--- config.mk ---
export PLATFORM = sky130hd
export DESIGN_NAME = stl_uart_packetizer
export DESIGN_NICKNAME = d
export VERILOG_FILES = /design/src/rtl/stl_uart_pkg.sv /design/src/rtl/stl_sync_fifo.sv /design/src/rtl/stl_uart_packetizer.sv
export SDC_FILE = /design/constraint.sdc
export NUM_CORES = 1
export LEC_CHECK = 0
export ABC_AREA = 1
export ABC_CLOCK_PERIOD_IN_PS = 16000
export CORE_MARGIN = 8
export CORE_UTILIZATION = 50
export CTS_CLUSTER_SIZE = 30
export DETAILED_ROUTE_END_ITERATION = 16
export DONT_BUFFER_PORTS = 1
export SLEW_MARGIN = 30
export SYNTH_ARGS = -nofsm -noshare
export SYNTH_HDL_FRONTEND = slang
export SYNTH_SLANG_ARGS = --single-unit
--- constraint.sdc ---
create_clock -name clk -period 16 [get_ports clk]
set_input_delay 3.2 -clock clk [delete_from_list [all_inputs] [get_ports clk]]
set_output_delay 3.2 -clock clk [all_outputs]
set_load 0.1 [all_outputs]
--- src/rtl/stl_uart_pkg.sv ---
// Shared types for the UART packetizer slice.
// Imported by stl_sync_fifo and stl_uart_packetizer.
package stl_uart_pkg;

  typedef logic [7:0] byte_t;

  typedef enum logic {
    RX_COLLECT = 1'b0,
    RX_HOLD    = 1'b1
  } rx_state_t;

  localparam int TIMEOUT_SAT = 255;

endpackage

--- src/rtl/stl_sync_fifo.sv ---
// Synchronous FIFO with valid/ready on both sides.
// DEPTH must be a power of two; a pop never frees room for a same-cycle push.
module stl_sync_fifo
  import stl_uart_pkg::*;
#(
  parameter int WIDTH = 8,
  parameter int DEPTH = 2
) (
  input  logic             clk,
  input  logic             reset,
  input  logic             in_valid,
  output logic             in_ready,
  input  logic [WIDTH-1:0] in_data,
  output logic             out_valid,
  input  logic             out_ready,
  output logic [WIDTH-1:0] out_data
);

  localparam int AW = (DEPTH > 1) ? $clog2(DEPTH) : 1;
  localparam logic [AW:0] FULL = (AW+1)'(DEPTH);

  logic [WIDTH-1:0] mem [DEPTH];
  logic [AW-1:0]    wr_ptr;
  logic [AW-1:0]    rd_ptr;
  logic [AW:0]      count;
  logic             push;
  logic             pop;

  assign in_ready  = count != FULL;
  assign out_valid = count != '0;
  assign out_data  = mem[rd_ptr];
  assign push      = in_valid && in_ready;
  assign pop       = out_valid && out_ready;

  always_ff @(posedge clk) begin
    if (reset) begin
      wr_ptr <= '0;
      rd_ptr <= '0;
      count  <= '0;
    end else begin
      if (push) wr_ptr <= wr_ptr + 1'b1;
      if (pop)  rd_ptr <= rd_ptr + 1'b1;
      case ({push, pop})
        2'b10:   count <= count + 1'b1;
        2'b01:   count <= count - 1'b1;
        default: count <= count;
      endcase
    end
  end

  always_ff @(posedge clk) begin
    if (push) mem[wr_ptr] <= in_data;
  end

endmodule

--- src/rtl/stl_uart_packetizer.sv ---
// UART byte stream <-> fixed-size packet packetizer with queued responses.
// Define STL_UART_TIMEOUT_EN to build the partial-packet idle timeout.
module stl_uart_packetizer
  import stl_uart_pkg::*;
#(
  parameter int PACKET_BYTES   = 16,
  parameter int RSP_DEPTH      = 2,
  parameter int TIMEOUT_CYCLES = 1_000_000
) (
  input  logic                      clk,
  input  logic                      reset,
  input  logic                      rx_valid,
  output logic                      rx_ready,
  input  byte_t                     rx_data,
  output logic                      tx_valid,
  input  logic                      tx_ready,
  output byte_t                     tx_data,
  output logic                      req_valid,
  input  logic                      req_ready,
  output logic [8*PACKET_BYTES-1:0] req_data,
  input  logic                      rsp_valid,
  output logic                      rsp_ready,
  input  logic [8*PACKET_BYTES-1:0] rsp_data,
  output logic [7:0]                timeout_count,
  output logic                      debug_rx_state
);

  localparam int PW = 8 * PACKET_BYTES;
  localparam int IW = (PACKET_BYTES > 1) ? $clog2(PACKET_BYTES) : 1;
  localparam logic [IW-1:0] LAST = IW'(PACKET_BYTES - 1);

  rx_state_t     state;
  rx_state_t     state_nxt;
  logic [IW-1:0] rx_cnt;
  logic          rx_hs;
  logic          req_hs;
  logic          rx_last;
  logic          tmo;

  assign rx_hs          = rx_valid && rx_ready;
  assign req_hs         = req_valid && req_ready;
  assign rx_last        = rx_cnt == LAST;
  assign debug_rx_state = state == RX_HOLD;

  always_ff @(posedge clk) begin
    if (reset) state <= RX_COLLECT;
    else       state <= state_nxt;
  end

  always_comb begin
    state_nxt = state;
    rx_ready  = 1'b0;
    req_valid = 1'b0;
    unique case (state)
      RX_COLLECT: begin
        rx_ready = 1'b1;
        if (rx_valid && rx_last) state_nxt = RX_HOLD;
      end
      RX_HOLD: begin
        req_valid = 1'b1;
        if (req_ready) state_nxt = RX_COLLECT;
      end
      default: state_nxt = RX_COLLECT;
    endcase
  end

  // Count parks at LAST while holding; the req handshake rewinds it.
  always_ff @(posedge clk) begin
    if (reset) begin
      rx_cnt   <= '0;
      req_data <= '0;
    end else if (rx_hs) begin
      req_data[{rx_cnt, 3'b000} +: 8] <= rx_data;
      if (!rx_last) rx_cnt <= rx_cnt + 1'b1;
    end else if (req_hs || tmo) begin
      rx_cnt <= '0;
    end
  end

`ifdef STL_UART_TIMEOUT_EN
  localparam int CW = $clog2(TIMEOUT_CYCLES + 1);

  logic [CW-1:0] idle_cnt;
  logic          armed;

  assign armed = (state == RX_COLLECT) && (rx_cnt != '0) && !rx_hs;
  assign tmo   = armed && (idle_cnt == CW'(TIMEOUT_CYCLES - 1));

  always_ff @(posedge clk) begin
    if (reset) begin
      idle_cnt      <= '0;
      timeout_count <= '0;
    end else begin
      if (!armed || tmo) idle_cnt <= '0;
      else               idle_cnt <= idle_cnt + 1'b1;
      if (tmo && timeout_count != 8'(TIMEOUT_SAT))
        timeout_count <= timeout_count + 1'b1;
    end
  end
`else
  localparam int unused_timeout = TIMEOUT_CYCLES;

  assign tmo           = 1'b0;
  assign timeout_count = '0;
`endif

  logic          f_valid;
  logic          f_ready;
  logic [PW-1:0] f_data;
  logic [PW-1:0] sh;
  logic [IW-1:0] tx_idx;
  logic          busy;
  logic          tx_hs;
  logic          tx_last;

  stl_sync_fifo #(
    .WIDTH (PW),
    .DEPTH (RSP_DEPTH)
  ) u_rsp_fifo (
    .clk       (clk),
    .reset     (reset),
    .in_valid  (rsp_valid),
    .in_ready  (rsp_ready),
    .in_data   (rsp_data),
    .out_valid (f_valid),
    .out_ready (f_ready),
    .out_data  (f_data)
  );

  assign tx_valid = busy;
  assign tx_data  = sh[7:0];
  assign tx_hs    = busy && tx_ready;
  assign tx_last  = tx_idx == LAST;
  // Reload on the last byte's handshake keeps packets bubble-free.
  assign f_ready  = !busy || (tx_hs && tx_last);

  always_ff @(posedge clk) begin
    if (reset) begin
      busy   <= 1'b0;
      sh     <= '0;
      tx_idx <= '0;
    end else if (f_valid && f_ready) begin
      busy   <= 1'b1;
      sh     <= f_data;
      tx_idx <= '0;
    end else if (tx_hs) begin
      sh     <= sh >> 8;
      tx_idx <= tx_idx + 1'b1;
      if (tx_last) busy <= 1'b0;
    end
  end

endmodule

# Yosys cells after proc, flatten, opt, wreduce, memory -nomap -nowiden
# Memories as Yosys holds them, arrays and structs flattened. A register that Yosys moved wholly into a read port is not among the register bits.
# Cells that the tools add are included.
[word_totals]
memories = 1
register_bits = 270
wordCells = 62
mem_bits_rw = 256
out_inout_bits = 149
[classes]
eq_ne = 6
n_reduce_logical = 17
shifts = 2
addsub = 7
muxes = 19
n_bitwise = 1
[memory_table]
columns = ["memory", "depth", "word_bits", "rd", "rd_clocked_by_memory_dff", "write_ports", "line_no", "source"]
rows = [
  ["u_rsp_fifo.mem", 2, 128, 1, 1, 1, "stl_sync_fifo.sv:22", "logic [WIDTH-1:0] mem [DEPTH];"],
]
[ops]
columns = ["op", "count"]
rows = [
  ["128-bit two-way mux", 2],
  ["128-bit bitwise mux", 1],
  ["8-bit by 9-bit variable shift with 128-bit output, first input constant", 1],
  ["8-bit by 9-bit variable part select with 128-bit output", 1],
  ["4-bit two-way mux", 3],
  ["1-bit two-way mux", 11],
  ["2-bit nonzero test", 5],
  ["7-bit negator with 9-bit output", 1],
  ["4-bit by 1-bit adder with 4-bit output, second input constant", 2],
  ["4-bit == test, second input constant", 2],
  ["1-bit logical AND", 7],
  ["2-bit inequality test, second input constant", 2],
  ["2-bit case mux with 2 select lines", 1],
  ["2-bit AND reduction", 2],
  ["1-bit adder, second input constant", 2],
  ["2-bit by 1-bit adder with 2-bit output, second input constant", 1],
  ["2-bit by 1-bit == test with 1-bit output, second input constant", 1],
  ["2-bit == test, second input constant", 1],
  ["1-bit case mux with 2 select lines", 1],
  ["2-bit OR reduction", 1],
  ["2-bit by 1-bit subtractor with 2-bit output, second input constant", 1],
  ["1-bit zero test", 1],
  ["1-bit logical OR", 1],
  ["1-bit NOT", 1],
]

# Logic depth before layout (Yosys ltp)
[depth]
depth_word = 6
mapped_depth = 13
ltp_nobuf = 11

# Hierarchy
# Synthesis repeated with hierarchy kept, for this count alone.
[hier_totals]
hier_cells = 2217
hier_area_um2 = 21903.5
[modules_own_cells]
columns = ["module", "instances", "seq_area_each_um2", "cells_per_inst", "area_per_inst_um2"]
rows = [
  ["stl_uart_packetizer", 1, 5325.1, 1781, 12355.6],
  ["stl_sync_fifo", 1, 7787.5, 436, 9547.9],
]

# Worst setup path after synthesis
# OpenSTA, ideal clock, no wires.
[synth_path]
kind = "input to register"
startpoint = "in rsp_valid"
endpoint = "mem u_rsp_fifo.mem[1][0] (netlist name) (enable)"
slack_ns = 6.688
stages = 2
setup_ns = 0.619
t_arrival_ns = 8.693
required_time_ns = 15.381
path_cell_list = "nand2_1 > nor2_1"
[synth_via]
elab_chain_cells = 3
[synth_lines]
columns = ["element", "line_no", "source"]
rows = [
  ["start, declared", "stl_uart_packetizer.sv:21", "input logic rsp_valid,"],
  ["1-bit logical AND", "stl_sync_fifo.sv:32", "assign push = in_valid && in_ready;"],
  ["1-bit two-way mux", "stl_sync_fifo.sv:52", "if (push) mem[wr_ptr] <= in_data;"],
  ["1-bit two-way mux (implied by the code)", "stl_sync_fifo.sv:52", ""],
  ["end, declared", "stl_sync_fifo.sv:22", ""],
]
# Every way passes these cells.

# Worst setup path in the final report
[layout_path]
startpoint = "in tx_ready"
endpoint = "reg sh[33]"
[layout_via]
elab_chain_cells = 5
elab_cells_between_ends = 6
classes_between = "1 x mux; 5 x reduce/logical"
[layout_lines]
columns = ["element", "line_no", "source"]
rows = [
  ["start, declared", "stl_uart_packetizer.sv:16", "input logic tx_ready,"],
  ["1-bit logical AND (*)", "stl_uart_packetizer.sv:132", "assign tx_hs = busy && tx_ready;"],
  ["1-bit logical AND", "stl_uart_packetizer.sv:135", "assign f_ready = !busy || (tx_hs && tx_last);"],
  ["1-bit logical OR", "stl_uart_packetizer.sv:135", ""],
  ["1-bit logical AND", "stl_uart_packetizer.sv:142", "end else if (f_valid && f_ready) begin"],
  ["128-bit two-way mux or 2-bit nonzero test (tied branches)", "n/a", ""],
  ["end signal, assigned", "stl_uart_packetizer.sv:144", "sh <= f_data;"],
  ["end signal, assigned", "stl_uart_packetizer.sv:147", "sh <= sh >> 8;"],
  ["end, declared", "stl_uart_packetizer.sv:110", "logic [PW-1:0] sh;"],
]
# Every way passes the cells marked *; elsewhere a longest branch is shown, timed or not.
# A chain may end at the register's enable or synchronous reset.

==> results.json <==
{
  "outcome": "finished clean",
  "setup-violations-final": 0,
  "reg2reg_depth": 6,
  "ys_seq_area_share_pct": 60.9,
  "fin_nets": 2335,
  "gr-usage-met1_pct": 25.3,
  "drive_gt1_share_pct": 13.7,
  "r2r_start": "u_rsp_fifo.count[0]",
  "yosysTopAreaCellShare_pct": 35.7,
  "reg2reg_slack_ns": 12.37,
  "cts_sinks": 527,
  "area_growth_pct": 9.63,
  "finalMaxSlewViolations": 0,
  "grt_max_degree": 163,
  "hold_start": "u_rsp_fifo.rd_ptr",
  "criticalPathCategory": "input port to flop",
  "worst_skew_pair.late_latency_ns": 0.59,
  "cts_tree": "done",
  "dr.first_iter.drc_count": 1102,
  "crit_fanout": 69,
  "gp_congestion": 0.842,
  "die_area_mm2": 0.0500,
  "synth-seq-cells": 527,
  "p_total_uw": 4140,
  "slew_headroom_pct": 29.8,
  "crit_slowest_cell": "inv_4",
  "vias_per_cell": 5.21,
  "reg2reg_to": "u_rsp_fifo.mem[0][6]",
  "cts_setup_buffers": 0,
  "use_met2_pct": 32.2,
  "finalClockSkew_ns": 0.0178,
  "grt.busiest_layer": "met2",
  "num_rows": 76,
  "yosysWarnings": 0,
  "grt_pass1_wl_um": 80400,
  "worstSetupEndpointType": "flop",
  "overflow": 0,
  "worst-path-stages": 9,
  "initial_core_util_pct": 50.3,
  "coreArea_mm2": 0.0428,
  "drt-pass1-iter-count": 5,
  "wl_um": 51400,
  "cts_resized": 0,
  "powerDensity_mw_per_mm2": 175,
  "clockRootBuffer": "clkbuf_16",
  "grtUsageMet3_pct": 6.93,
  "cts_buffers": 54,
  "grt_pass1_vias": 14100,
  "pin_count": 291,
  "cts_hold_buf": 0,
  "drc": 0,
  "netlist_instances": 2252,
  "worstPathRequired_ns": 16.52,
  "clockBufferDepth": 3,
  "fin_crit_sh_pct": 33.3,
  "crit_chain": "nand3_1, o21ai_1, nand2_4, inv_4, buf_4, nand2_1, nand2_1, nor2_1, nor2_1",
  "synthTopCellsByArea": "edfxtp_1, dfxtp_1, nor2_1",
  "leakagePower_uw": 0.00913,
  "antenna_found_initial": 7,
  "die_w_um": 224,
  "final_common_cell": "nor2_1",
  "maxCapViolCount": 0,
  "synthFlopType": "dfxtp_1",
  "arrival_ns": 5.85,
  "worst_pin_slew_ns": 1.05,
  "track_usage_pct": 20.1,
  "holdPathStages": 1,
  "hold_path_class": "flop to flop",
  "wl_per_cell_um": 18.5,
  "timing.critical_path.buf_inv": 2,
  "ys_async_sr_fraction_pct": 0,
  "hold_violations": 0,
  "setup_tns_ns": 0,
  "crit_family": "buffers and inverters",
  "syn_avg_cell_area_um2": 9.56,
  "fmax_mhz": 188,
  "peakVddDrop_uv": 139,
  "synth_cell_types": 38,
  "crit_path_start_kind": "input port",
  "syn_area_mm2": 0.0215,
  "io_buffer_count": 0,
  "layout_min_cycle_time_ns": 5.33,
  "layout_common_cells": "nor2_1, nand2_1, edfxtp_1",
  "hpwl_um": 33400,
  "ctsHtreeMaxLevel": 2,
  "grt_setup_unrepaired": "false",
  "vias": 14500,
  "path_clk_slew_ns": 0.06,
  "slowest_delay_ns": 0.73,
  "synth_top_area_cell": "edfxtp_1",
  "antenna_left": 0,
  "die_y_um": 224,
  "synth_edf_count": 256
}
-- how the worst max path moves through the flow --
stage	slack [ns]	endpoint	start
CTS	10.71	sh[33]	tx_ready
global route	10.34	sh[21]	tx_ready
detailed placement	10.09	sh[33]	tx_ready
finish	10.67	sh[33]	tx_ready
floorplan	6.69	u_rsp_fifo.mem[1][0]	rsp_valid
global placement	10.08	sh[20]	tx_ready
-- cells in the mapped netlist, types with 2 or more instances --
| cell | number |
|---|---|
| nand4_1 | 9 |
| nand3b_1 | 5 |
| o21ai_0 | 44 |
| buf_1 | 21 |
| xor2_1 | 2 |
| dfxtp_1 | 271 |
| edfxtp_1 | 256 |
| inv_1 | 161 |
| o21ai_1 | 11 |
| ha_1 | 6 |
| mux2_2 | 128 |
| o211a_1 | 8 |
| buf_6 | 4 |
| clkinv_1 | 2 |
| nor2_4 | 7 |
| nand3_2 | 3 |
| inv_2 | 8 |
| nor2_2 | 4 |
| nand3_1 | 193 |
| buf_2 | 48 |
| nor3_4 | 2 |
| nand2_4 | 2 |
| nand2_2 | 7 |
| a21oi_1 | 64 |
| nor2_1 | 496 |
| nor3_1 | 31 |
| clkbuf_1 | 41 |
| nand2_1 | 382 |
| buf_4 | 27 |
-- worst register-to-register path, cell delays in order, from the launching register on --
cell,delay [ns]
dfxtp_1,0.34
inv_1,0.08
nand2_1,0.75
nand2_1,0.39
nor2_4,0.18
buf_6,0.53
buf_4,0.90
-- logic make-up after synthesis --
group / share of synthesized area (%)
adders and majority gates: 0.349
xor gates and xnor gates: 0.0813
AOI/OAI and AO/OA: 3.14
and+or+nand+nor: 22.5
muxes: 6.69
buffers and inverters: 6.38
DFF: 60.9
other: 0.0174
-- registers in the layout, indices dropped and copies added (netlist names), named ones only --
signal	count
req_data	128
tx_idx	4
debug_rx_state	1
rx_cnt	4
u_rsp_fifo.count	2
tx_valid	1
sh	128
u_rsp_fifo.rd_ptr	1
u_rsp_fifo.wr_ptr	1
u_rsp_fifo.mem	256
-- report_power, final --
part	internal (uW)	switching, uW	leakage, uW
clock	784	519	0.000924
combinational	346	657	0.00360
sequential	1640	193	0.00461
-- stage by stage --
stage | instance area (um^2) | setup WS (ns) | hold slack, ns | util [%] | std cells
3_3_place_gp | 21600 | 10.08 | 0.429 | 50.6 | 2675
6_report | 23600 | 10.67 | 0.448 | 55.2 | 2782
5_1_grt | 23600 | 10.34 | 0.481 | 55.2 | 2778
3_5_place_dp | 21700 | 10.09 | 0.438 | 50.7 | 2677
4_1_cts | 23600 | 10.71 | 0.447 | 55.1 | 2778
2_1_floorplan | 21600 | 6.69 | 0.432 | - | 2259
-- routing by layer --
metal | up-vias | wire length, um
met4 | 10 | 1300
met2 | 378 | 23900
met5 | - | 80
met1 | 6816 | 21700
met3 | 90 | 4400
li1 | 7195 | -
-- final cells by class --
cell class / instances / area, um^2
Inverter: 173 / 658
Timing Repair Buffer: 13 / 130
Sequential cell: 527 / 13200
Clock inverter: 27 / 295
Clock buffer: 74 / 1570
Fill cell: 3799 / 19200
Antenna cell: 4 / 10.0
Tap cell: 546 / 683
Multi-Input combinational cell: 1418 / 7110
Power figures use the tool's default switching activity.
